**src/rtl/uart_pkg.sv**
```systemverilog
// Shared UART definitions.
// Holds the parity-mode encodings, the transmitter state enum and the smallest
// legal baud divisor. The Tx block uses it now, and the matching Rx is meant to
// reuse it.
package uart_pkg;

  localparam int PARITY_NONE = 0;
  localparam int PARITY_EVEN = 1;
  localparam int PARITY_ODD  = 2;

  // Any requested divisor below this value is raised to it.
  localparam int MIN_BAUD_DIV = 2;

  typedef enum logic [2:0] {
    IDLE,
    START,
    DATA,
    PARITY,
    STOP
  } tx_state_e;

endpackage : uart_pkg

```
**src/rtl/uart_tx_frame_if.sv**
```systemverilog
// Word-source handshake for uart_tx_frame.
// Signals:
//   i_valid    - the source has a word to send
//   o_ready    - the transmitter accepts a word this cycle
//   i_data     - the word to send (LSB goes out first)
//   i_baud_div - clk cycles per bit, sampled when the word is accepted
// The master modport is the byte source. The slave modport is the transmitter.
interface uart_tx_frame_if #(
  parameter int DATA_WIDTH = 8,
  parameter int DIV_WIDTH  = 16
);

  logic                  i_valid;
  logic                  o_ready;
  logic [DATA_WIDTH-1:0] i_data;
  logic [DIV_WIDTH-1:0]  i_baud_div;

  modport master (
    output i_valid,
    output i_data,
    output i_baud_div,
    input  o_ready
  );

  modport slave (
    input  i_valid,
    input  i_data,
    input  i_baud_div,
    output o_ready
  );

endinterface : uart_tx_frame_if

```
**src/rtl/uart_baud_gen.sv**
```systemverilog
// Restartable baud divider.
// The counter runs 0..div-1 and then wraps. bit_tick is high while the count
// equals div-1, so the tick marks the last clk cycle of each bit.
// Asserting restart holds the count at 0. The first bit after restart therefore
// lasts a full div cycles.
// Ports:
//   clk, reset - clock and synchronous active-high reset
//   restart    - hold the count at 0
//   div        - cycles per bit, already clamped to at least 2 by the caller
//   bit_tick   - last cycle of the current bit
module uart_baud_gen #(
  parameter int DIV_WIDTH = 16
) (
  input  logic                 clk,
  input  logic                 reset,
  input  logic                 restart,
  input  logic [DIV_WIDTH-1:0] div,
  output logic                 bit_tick
);

  logic [DIV_WIDTH-1:0] cnt_q;

  assign bit_tick = (cnt_q == div - DIV_WIDTH'(1));

  // NOTE: registers are written with <= so that every flop in the design
  // samples the values from before the edge, whatever order the blocks run in.
  always_ff @(posedge clk) begin
    if (reset || restart) begin
      cnt_q <= '0;
    end else if (bit_tick) begin
      cnt_q <= '0;
    end else begin
      cnt_q <= cnt_q + DIV_WIDTH'(1);
    end
  end

endmodule : uart_baud_gen

```
**src/rtl/uart_tx_frame.sv**
```systemverilog
// Parametrised UART transmitter.
// A frame is made of:
//   - a start bit (0);
//   - DATA_WIDTH data bits, LSB first;
//   - an optional parity bit;
//   - STOP_BITS stop bits (1).
// Each bit lasts D = max(i_baud_div, 2) clk cycles. The data word, the parity
// bit and D are all captured when the word is accepted, so later changes to the
// inputs do not affect the frame in flight.
// Ports:
//   clk, reset  - clock and synchronous active-high reset
//   tx_if       - valid/ready word handshake plus the baud divisor (slave side)
//   o_busy      - a frame is in progress
//   o_done      - one-cycle pulse in the first idle cycle after a frame
//   serial_out  - serial line, high when idle
module uart_tx_frame
  import uart_pkg::*;
#(
  parameter int DATA_WIDTH  = 8,
  parameter int PARITY_MODE = 0,
  parameter int STOP_BITS   = 1,
  parameter int DIV_WIDTH   = 16
) (
  input  logic             clk,
  input  logic             reset,
  uart_tx_frame_if.slave   tx_if,
  output logic             o_busy,
  output logic             o_done,
  output logic             serial_out
);

  if (DATA_WIDTH < 5 || DATA_WIDTH > 9) begin : g_bad_width
    $error("uart_tx_frame: DATA_WIDTH must be 5..9");
  end
  if (PARITY_MODE < PARITY_NONE || PARITY_MODE > PARITY_ODD) begin : g_bad_parity
    $error("uart_tx_frame: PARITY_MODE must be 0, 1 or 2");
  end
  if (STOP_BITS < 1 || STOP_BITS > 2) begin : g_bad_stop
    $error("uart_tx_frame: STOP_BITS must be 1 or 2");
  end

  localparam int CNT_W = $clog2(DATA_WIDTH + 1);

  tx_state_e             state_q, state_d;
  logic [DATA_WIDTH-1:0] shift_q;
  logic                  parity_q;
  logic [DIV_WIDTH-1:0]  div_q;
  logic [CNT_W-1:0]      bit_cnt_q;
  logic                  done_q;
  logic                  bit_tick;
  logic                  accept;
  logic                  last_data;
  logic                  last_stop;
  logic [DIV_WIDTH-1:0]  div_eff;

  assign tx_if.o_ready = (state_q == IDLE) && !reset;
  assign accept        = tx_if.i_valid && tx_if.o_ready;
  assign last_data     = (bit_cnt_q == CNT_W'(DATA_WIDTH - 1));
  assign last_stop     = (bit_cnt_q == CNT_W'(STOP_BITS - 1));
  assign div_eff       = (tx_if.i_baud_div < DIV_WIDTH'(MIN_BAUD_DIV)) ?
                         DIV_WIDTH'(MIN_BAUD_DIV) : tx_if.i_baud_div;

  // The divider is held at 0 in IDLE, so its count starts at 0 in the first
  // START cycle.
  uart_baud_gen #(
    .DIV_WIDTH (DIV_WIDTH)
  ) u_baud_gen (
    .clk      (clk),
    .reset    (reset),
    .restart  (state_q == IDLE),
    .div      (div_q),
    .bit_tick (bit_tick)
  );

  always_ff @(posedge clk) begin
    if (reset) begin
      state_q <= IDLE;
    end else begin
      state_q <= state_d;
    end
  end

  // NOTE: every combinational output gets a default before the case, so no
  // path can leave it unassigned and infer a latch.
  always_comb begin
    state_d = state_q;
    unique case (state_q)
      IDLE:   if (accept) state_d = START;
      START:  if (bit_tick) state_d = DATA;
      DATA:   if (bit_tick && last_data)
                state_d = (PARITY_MODE != PARITY_NONE) ? PARITY : STOP;
      PARITY: if (bit_tick) state_d = STOP;
      STOP:   if (bit_tick && last_stop) state_d = IDLE;
      default: state_d = IDLE;
    endcase
  end

  always_ff @(posedge clk) begin
    if (reset) begin
      shift_q   <= '0;
      parity_q  <= 1'b0;
      div_q     <= DIV_WIDTH'(MIN_BAUD_DIV);
      bit_cnt_q <= '0;
      done_q    <= 1'b0;
    end else begin
      done_q <= (state_q == STOP) && bit_tick && last_stop;
      if (accept) begin
        shift_q   <= tx_if.i_data;
        parity_q  <= (PARITY_MODE == PARITY_ODD) ? ~^tx_if.i_data : ^tx_if.i_data;
        div_q     <= div_eff;
        bit_cnt_q <= '0;
      end else if (bit_tick) begin
        // The bit counter is reused: it counts data bits in DATA and stop bits
        // in STOP, and it is back at 0 whenever either phase ends.
        unique case (state_q)
          DATA: begin
            shift_q   <= shift_q >> 1;
            bit_cnt_q <= last_data ? '0 : bit_cnt_q + CNT_W'(1);
          end
          STOP:    bit_cnt_q <= last_stop ? '0 : bit_cnt_q + CNT_W'(1);
          default: bit_cnt_q <= '0;
        endcase
      end
    end
  end

  // The line level is decoded from registered state only. Reset forces
  // IDLE, so the line returns high one cycle after reset is asserted.
  always_comb begin
    serial_out = 1'b1;
    unique case (state_q)
      START:   serial_out = 1'b0;
      DATA:    serial_out = shift_q[0];
      PARITY:  serial_out = parity_q;
      default: serial_out = 1'b1;
    endcase
  end

  assign o_busy = (state_q != IDLE);
  assign o_done = done_q;

endmodule : uart_tx_frame

```
**src/flat_wrapper.sv**
```systemverilog
// flat-port wrapper written by rule: the top's interface ports become plain ports
module uart_tx_frame_flat import uart_pkg::*;
#(
  parameter int DATA_WIDTH  = 8,
  parameter int PARITY_MODE = 0,
  parameter int STOP_BITS   = 1,
  parameter int DIV_WIDTH   = 16
)
  (clk, reset, o_busy, o_done, serial_out, tx_if_i_valid, tx_if_i_data, tx_if_i_baud_div, tx_if_o_ready);
  uart_tx_frame_if #(.DATA_WIDTH(DATA_WIDTH), .DIV_WIDTH(DIV_WIDTH)) tx_if_i ();
  input  logic clk;
  input  logic reset;
  output logic o_busy;
  output logic o_done;
  output logic serial_out;
  input wire logic [$bits(tx_if_i.i_valid)-1:0] tx_if_i_valid;
  input wire logic [$bits(tx_if_i.i_data)-1:0] tx_if_i_data;
  input wire logic [$bits(tx_if_i.i_baud_div)-1:0] tx_if_i_baud_div;
  output wire logic [$bits(tx_if_i.o_ready)-1:0] tx_if_o_ready;
  assign tx_if_i.i_valid = tx_if_i_valid;
  assign tx_if_i.i_data = tx_if_i_data;
  assign tx_if_i.i_baud_div = tx_if_i_baud_div;
  assign tx_if_o_ready = tx_if_i.o_ready;
  uart_tx_frame #(.DATA_WIDTH(DATA_WIDTH), .PARITY_MODE(PARITY_MODE), .STOP_BITS(STOP_BITS), .DIV_WIDTH(DIV_WIDTH)) u_core (.clk(clk), .reset(reset), .tx_if(tx_if_i), .o_busy(o_busy), .o_done(o_done), .serial_out(serial_out));
endmodule
```
**config.mk**
```make
export PLATFORM = sky130hd
export DESIGN_NAME = uart_tx_frame_flat
export DESIGN_NICKNAME = d
export VERILOG_FILES = /design/src/rtl/uart_pkg.sv /design/src/rtl/uart_tx_frame_if.sv /design/src/rtl/uart_baud_gen.sv /design/src/rtl/uart_tx_frame.sv /design/src/flat_wrapper.sv
export SDC_FILE = /design/constraint.sdc
export NUM_CORES = 1
export LEC_CHECK = 0
export ABC_CLOCK_PERIOD_IN_PS = 3100
export BUFFER_PORTS_ARGS = -buffer_cell sky130_fd_sc_hd__buf_2
export CAP_MARGIN = 20
export CELL_PAD_IN_SITES_DETAIL_PLACEMENT = 0
export CELL_PAD_IN_SITES_GLOBAL_PLACEMENT = 1
export CORE_MARGIN = 2
export CORE_UTILIZATION = 39
export CTS_CLUSTER_DIAMETER = 200
export DETAILED_ROUTE_END_ITERATION = 10
export GPL_TIMING_DRIVEN = 0
export PLACE_DENSITY_LB_ADDON = 0.1
export RECOVER_POWER = 50
export SLEW_MARGIN = 40
export SYNTH_ARGS = -nofsm -noshare
export SYNTH_HDL_FRONTEND = slang
export SYNTH_HIERARCHICAL = 1
export SYNTH_SLANG_ARGS = --single-unit
```
**constraint.sdc**
```tcl
create_clock -name clk -period 3.1 [get_ports clk]
set_input_delay 0.31 -clock clk [delete_from_list [all_inputs] [get_ports clk]]
set_output_delay 0.31 -clock clk [all_outputs]
set_load 0.02 [all_outputs]
```
==> run summary, run 1 <==
Status - complete, no violations
Final period utilization - 0.9742
Max incr delay on CP - 0.48 ns
CP top delay family - simple AND/OR/NAND/NOR gates
Number of global-route vias before repair - 2246
Drt drc - 0
Reg2reg start - u_core/div_q[0]
Num CTS Buffers - 5
Mux cell area share after synthesis - 0.007309
Setup violators final - 0
Worst path slowest cell - or4b_4
Clock Latency Late Sink - 0.30 ns
CP Capture Type - flip-flop
Post-synth EDFFs - 0
Slew Limit Fails - 0
Total Wirelength - 6397 µm
Drt first pass iters - 5
H-tree depth - 2
Final Instance Area - 0.003238 mm²
Hpwl dp - 4778 µm
Antenna violations before repair - 0
Core area - 0.006794 mm²
Yosys cell types - 49
Initial DRC count - 79
Avg Synthesized Cell Area - 8.151 µm²
Yosys top cell area share - 0.3582
Number of cells on the worst reg-to-reg path - 14
Total number of vias - 2340
Main synth FF type - dfxtp_1
Critical path launch point type - flip-flop
Crit path launch - u_core/div_q[0]
WP buf/inv - 3
CTS clock-pin slew for the worst setup and hold paths - 0.09 ns
N_diodes - 0
Cell Area, Synth - 0.002739 mm²
HP Class - in2reg
R2R Path End - u_core/shift_q[0]
Sequential Power Share - 0.503
Worst reg-to-reg setup slack - 0.08 ns
Skew final - 0.009529 ns
Internal cell power - 0.001003 W
Fin nets - 409
Grt ovf - 0
Worst-margin pin slew - 0.4811 ns
Sequential element share of the synthesized area - 0.3582
Yosys reg bits - 49
Post-Synth Simple-Gate Area - 0.3253
Die height - 87.80 µm
Pwr Density - 423.6 mW/mm²
Fmax - 331.1 MHz
Post-Route Setup TNS - 0 ns
Synth Area in Compound Gates - 0.1087
Routed WL per cell - 13.50 µm
Post-Syn Instances - 336
Root Driver - clkbuf_8
Sw Share - 0.2684
Net count after synthesis - 367
Critical path depth - 14
Unrepaired setup endpoints after global routing - yes
Relative slew slack - 0.6793
Max-Cap Viols - 0
Largest net degree at the start of global routing - 15
Number of antenna-violating nets in the routed design - 0
First-pass GRT wire length - 10680 µm
Layout cells sized above 1 - 0.2063
XOR/XNOR Fraction of Synth Area - 0.1407
All-Layer GR Usage - 0.1761
Synth area leaders - dfxtp_1 36%, xnor2_1 9.0%, nand2_1 7.7%
Io pins - 31
Asr flop ratio synth - 0
Critical path capture point - u_core/shift_q[0]
Clk sink count - 49
Fin. Hold Viols - 0
Full die area - 0.007709 mm²
Post-Synth Adder-Cell Area - 0.01827
RD Place Congestion - 0.7839
Area delta synth->final - 18.23%
Clock Power Share - 0.326
Main combinational cell family by area after synthesis - simple AND/OR/NAND/NOR gates
Worst-path fanout max - 5
Tmin final - 3.020 ns
Rows - 30
Syn. warnings - 6
Setup Crit Path Kind - reg2reg
CTS Buffer Depth - 2
Port buffer count - 30
CP Cell Sequence - inv_2, ha_4, or4b_4, or4_4, o21ai_2, nand4_1, nor2_1, nand4_1, a21oi_1, buf_4, nor4bb_2, buf_4, mux2i_1, a211oi_1
Net Sw Power - 0.0003682 W
Logic pwr share - 0.172
TritonCTS clock tree - done
Critical path arrival - 3.19 ns
Die Wd - 87.80 µm
Post-cts hold buffer count - 0
Initial Utilization - 0.4031
VDD IR max - 0.0001656 V
CP required - 3.27 ns
Routed vias/inst - 4.937
Area leader, netlist - dfxtp_1
Cell area after placement - 0.003009 mm²
Leak - 1.180 nW
worst register-to-register path, stage by stage (launching register included):
cell and delay (ns):
dfxtp_4 0.37, inv_2 0.06, ha_4 0.15, or4b_4 0.48, or4_4 0.43, o21ai_2 0.15, nand4_1 0.11, nor2_1 0.12
nand4_1 0.09, a21oi_1 0.13, buf_4 0.14, nor4bb_2 0.19, buf_4 0.19, mux2i_1 0.19, a211oi_1 0.09
per-stage QoR:
stage	setup WS, ns	total power, W	hold slack (ns)	cells	util
floorplan	0.01471	0.0008517	0.4090	336	-
global placement	-0.5505	0.0009188	0.4474	462	0.4429
detailed placement	-0.5196	0.0009200	0.4463	462	0.4429
CTS	0.005190	0.001382	0.1985	472	0.4674
global route	-0.1017	0.001449	0.1987	474	0.4766
finish	0.08006	0.001372	0.2072	474	0.4766
cells in the final DEF, fill, tap and decap left out, drive strengths merged, types with 3 or more instances in the layout:
master   n
nand2   56
or4      5
nor3    10
clkbuf  15
a21oi   17
inv      8
dfxtp   49
nand4    7
nand3b  17
buf     40
or2      4
ha       4
a22oi    7
nor4     6
nand3    6
xnor2   28
or3b     3
nand2b   6
xor2    16
nor4b    3
o21ai    9
nor2    33
power by group through the flow:
stage / Clock, W / Combinational (W) / Sequential (W)
after global routing: 0.000493 / 0.000262 / 0.000695
after global placement: 0 / 0.000217 / 0.000702
after detailed placement: 0 / 0.000217 / 0.000703
after floorplan: 0 / 0.000159 / 0.000693
after CTS: 0.000466 / 0.000228 / 0.000689
final: 0.000447 / 0.000235 / 0.000689
registers in the layout, indices dropped and copies added, names as in the netlist:
signal and cells:
u_core/div_q 16, u_core/state_q 3, u_core/u_baud_gen/cnt_q 16, u_core/o_done 1
u_core/bit_cnt_q 4, u_core/shift_q 8, u_core/parity_q 1
kinds of logic after synthesis:
kind of cell,Yosys count
AND/OR/NAND/NOR,168
flip-flops,49
AO/OA/AOI/OAI,46
XOR/XNOR,44
buffers and inverters,23
adder cells (fa/ha/maj),4
multiplexers,2
cell usage after synthesis (7+ instances only):
cell type,number
xnor2_1,28
nand3b_1,17
a21oi_1,17
o21ai_0,8
nand2_1,56
nor2_1,33
nand4_1,7
a22oi_1,7
xor2_1,16
nor3_1,10
dfxtp_1,49
inv_1,8
layout make-up:
type | instances | area, µm²
Tap cell | 96 | 120.1
Multi-Input combinational cell | 264 | 1724
Fill cell | 681 | 3556
Clock buffer | 5 | 68.82
Buffer | 15 | 85.08
Sequential cell | 49 | 987.2
Inverter | 8 | 30.03
Timing Repair Buffer | 35 | 187.7
Clock inverter | 2 | 35.03
routing by layer:
metal  share of wire  up-vias  track usage
met3           0.024        7      0.03299
met2            0.48       29       0.2975
met5               0        -            0
li1                -     1240            -
met4           0.012        0      0.05175
met1            0.48     1064       0.2287
worst min path at each step:
stage	startpoint	to	slack, ns	cells after the start
after floorplan	tx_if_i_baud_div[10]	u_core/div_q[10]	0.41	2
after global placement	u_core/shift_q[2]	u_core/shift_q[2]	0.45	2
after detailed placement	u_core/shift_q[5]	u_core/shift_q[5]	0.45	2
after CTS	tx_if_i_baud_div[11]	u_core/div_q[11]	0.20	3
after global routing	tx_if_i_baud_div[4]	u_core/div_q[4]	0.20	3
final	tx_if_i_baud_div[11]	u_core/div_q[11]	0.21	3
repair_timing:
| action | 4_1_cts | 5_1_grt |
|---|---|---|
| setup buffers | 3 | 2 |
| pin swaps | 1 | 11 |
| setup endpoints to repair | 11 | 10 |
| resized for setup | 12 | 14 |
No activity file was read; power rests on OpenSTA's default activity.
==> inputs of run 2 (changes only) <==
--- a/config.mk
+++ b/config.mk
@@ -5,14 +5,15 @@
 export SDC_FILE = /design/constraint.sdc
 export NUM_CORES = 1
 export LEC_CHECK = 0
-export ABC_CLOCK_PERIOD_IN_PS = 3100
+export ABC_CLOCK_PERIOD_IN_PS = 3480
 export BUFFER_PORTS_ARGS = -buffer_cell sky130_fd_sc_hd__buf_2
 export CAP_MARGIN = 20
 export CELL_PAD_IN_SITES_DETAIL_PLACEMENT = 0
 export CELL_PAD_IN_SITES_GLOBAL_PLACEMENT = 1
 export CORE_MARGIN = 2
-export CORE_UTILIZATION = 39
+export CORE_UTILIZATION = 47
 export CTS_CLUSTER_DIAMETER = 200
+export CTS_CLUSTER_SIZE = 40
 export DETAILED_ROUTE_END_ITERATION = 10
 export GPL_TIMING_DRIVEN = 0
 export PLACE_DENSITY_LB_ADDON = 0.1
==> constraint.sdc (replaced) <==
create_clock -name clk -period 3.48 [get_ports clk]
set_input_delay 0.348 -clock clk [delete_from_list [all_inputs] [get_ports clk]]
set_output_delay 0.348 -clock clk [all_outputs]
set_load 0.02 [all_outputs]
==> run 2 against run 1 <==
Net effect:
- utilization increased by 8.1 points
- final cell count decreased by 5.3%
- fmax decreased by 7.1%
- clock skew down 0.0018 ns
- critical endpoint is now u_core/shift_q[5]
- first-iteration DRC count fell by 11%
- critical path type unchanged
- flip-flop and latch count did not move
- combinational power fell by 17%
- largest power group unchanged
- via count grew 1.6%
- highest routed layer unchanged
==> run summary, run 2 (synthesis results as in run 1) <==
Io pins - 31 (unchanged)
Net Sw Power - 0.0003184 W (-14%)
Number of global-route vias before repair - 2154 (-4.1%)
Initial Utilization - 0.4914 (+0.08823)
Drt first pass iters - 5 (unchanged)
CP Cell Sequence - inv_1, ha_2, or4b_4, or4_1, o21ai_1, nand4_1, nor2_1, nand4_1, a21oi_2, buf_4, nor4bb_2, buf_4, buf_4, a22oi_1, a21oi_1
Crit path top cell by count - buf_4
Tmin final - 3.249 ns (+0.2295 ns)
Hold Path Origin - tx_if_i_baud_div[4]
Final Util - 0.5578 (+0.08119)
VDD IR max - 0.0002155 V (+30%)
Logic pwr share - 0.165 (-0.007)
CP Capture Type - flip-flop
HP Class - in2reg
R2R Path End - u_core/shift_q[5]
Rows - 27 (-10%)
Area delta synth->final - 13.52%
Die height - 80.34 µm (-8.5%)
Largest net degree at the start of global routing - 15 (unchanged)
Total Wirelength - 6064 µm (-5.2%)
Worst path slowest cell - or4b_4
Port buffer count - 30 (unchanged)
RD Place Congestion - 0.8133 (+3.8%)
Root Driver - clkbuf_8
CTS Buffer Depth - 2 (unchanged)
Commonest non-fill, non-tap cell in the layout - nand2_1
Multi-input gate area - 0.001663 mm² (-3.6%)
Highest Signal Layer - met4
Internal cell power - 0.0008538 W (-15%)
Drt drc - 0 (unchanged)
Biggest regs - u_core/div_q: 16 flops, u_core/u_baud_gen/cnt_q: 16 flops, u_core/shift_q: 8 flops
Relative slew slack - 0.6723 (-0.006954)
Hold EP - u_core/div_q[4]
Hold Path Cell Cnt - 3 (unchanged)
Worst-margin pin slew - 0.4915 ns (+0.01043 ns)
Unrepaired setup endpoints after global routing - no
First-pass GRT wire length - 10180 µm (-4.7%)
Sw Share - 0.2716 (+0.003185)
Worst reg-to-reg setup slack - 0.23 ns (+0.15 ns)
Number of antenna-violating nets in the routed design - 0 (unchanged)
Max incr delay on CP - 0.52 ns (+0.04 ns)
Setup Crit Path Kind - reg2reg
Full die area - 0.006454 mm² (-16%)
Sequential Power Share - 0.522 (+0.019)
Critical path arrival - 3.48 ns (+0.29 ns)
CTS clock-pin slew for the worst setup and hold paths - 0.09 ns (about the same)
Placed cell count - 438 (-5.2%)
Layout cells sized above 1 - 0.1538 (-0.05250)
H-tree depth - 2 (unchanged)
Final worst slack - 0.2306 ns (+0.1505 ns)
Wire length on met1 - 2863 µm (-7.2%)
Status - complete, no violations
Core area - 0.005574 mm² (-18%)
Slew Limit Fails - 0 (unchanged)
Post-cts hold buffer count - 0 (unchanged)
Num CTS Buffers - 5 (unchanged)
Initial DRC count - 70 (-11%)
Number of cells on the worst reg-to-reg path - 15 (+1)
Hpwl dp - 4632 µm (-3.1%)
FF/Latch Area - 980.9 µm² (-0.63%)
Setup slack at placement - -0.1389 ns (+0.3807 ns)
CP required - 3.71 ns (+0.44 ns)
Leak - 1.151 nW (-2.5%)
Die Wd - 80.34 µm (-8.5%)
Final period utilization - 0.9337 (-0.04043)
Fmax - 307.7 MHz (-7.1%)
Worst-path fanout max - 6 (+1)
Reg2reg start - u_core/div_q[0]
Clk sink count - 49 (unchanged)
Met2 routed WL - 2940 µm (-4.5%)
Clock Latency Late Sink - 0.30 ns (about the same)
Critical path launch point type - flip-flop
Routed vias/inst - 5.294 (+7.2%)
Clock Power Share - 0.313 (-0.013)
Skew final - 0.007766 ns (-0.001763 ns)
Fin nets - 407 (-0.49%)
Max-Cap Viols - 0 (unchanged)
Grt ovf - 0 (unchanged)
Total number of vias - 2377 (+1.6%)
Routed WL per cell - 13.51 µm (about the same)
Fillcell total - 552 (-19%)
Post-Route Setup TNS - 0 ns (unchanged)
N_diodes - 0 (unchanged)
Fin cells - 449 (-5.3%)
Antenna violations before repair - 0 (unchanged)
Most frequent cells in the layout - 56 x nand2_1, 49 x dfxtp_1, 33 x nor2_1
TritonCTS clock tree - done
All-Layer GR Usage - 0.2022 (+0.02607)
Pwr Density - 377.0 mW/mm² (-11%)
Setup violators final - 0 (unchanged)
Fin. Hold Viols - 0 (unchanged)
Met3 routed WL - 193 µm (+28%)
-- run 2: changes by cell type in the layout (fill, tap and decap cells not counted), sizes merged --
cell	previous run	this run
bufinv	1	0
buf	40	34
clkbuf	15	21
-- run 2: area by class of cell --
| class | instances | share of cell area |
|---|---|---|
| plain buffers | 15 | 0.02455 |
| clock buffers | 7 | 0.03099 |
| clock inverters | 1 | 0.001610 |
| inverters | 8 | 0.009658 |
| multi-input cells | 264 | 0.5348 |
| flip-flops and latches | 49 | 0.3155 |
| well taps | 72 | 0.02897 |
| repair buffers | 33 | 0.05392 |
-- run 2: power by group through the flow --
stage          Clock [W]  Sequential (W)  Combinational, W
2_1_floorplan          0        0.000617          0.000142
3_3_place_gp           0        0.000624          0.000191
3_5_place_dp           0        0.000625          0.000193
4_1_cts         0.000380        0.000612          0.000196
5_1_grt         0.000406        0.000617          0.000216
6_report        0.000367        0.000612          0.000194
-- run 2: worst max path at each step --
stage	endpoint	depth (start not counted)	from	slack (ns)
finish	u_core/shift_q[5]	15	u_core/div_q[0]	0.23
global placement	u_core/shift_q[7]	15	u_core/div_q[0]	-0.17
global route	u_core/shift_q[7]	15	u_core/div_q[0]	0.04
floorplan	u_core/shift_q[7]	15	u_core/div_q[0]	0.39
CTS	u_core/shift_q[7]	15	u_core/div_q[0]	0.03
detailed placement	u_core/shift_q[7]	15	u_core/div_q[0]	-0.14
-- run 2: what timing repair did --
action | 4_1_cts | 5_1_grt
setup buffers | 0 | 3
resized for setup | 4 | 3
setup endpoints to repair | 8 | 8
-- run 2: through the flow --
stage	total power [W]	hold WS [ns]	area (µm²)
2_1_floorplan	0.0007587	0.4360	2739
4_1_cts	0.001188	0.2389	3092
6_report	0.001172	0.2472	3109
3_5_place_dp	0.0008184	0.4504	2979
5_1_grt	0.001239	0.2378	3109
3_3_place_gp	0.0008158	0.4437	2979
-- run 2: critical path, delay by kind of cell, from the launching register on --
family,cells,cell delay (ns)
compound gates,4,0.52
flops,1,0.36
buf+inv,4,0.53
fa+ha+maj,1,0.22
simple gates,6,1.55
-- run 2: per-layer routing --
metal  vias to the layer above  track usage
met2                        33       0.3458
met1                      1094       0.2585
li1                       1243            -
met3                         7      0.04270
met4                         0      0.05085
met5                         -            0
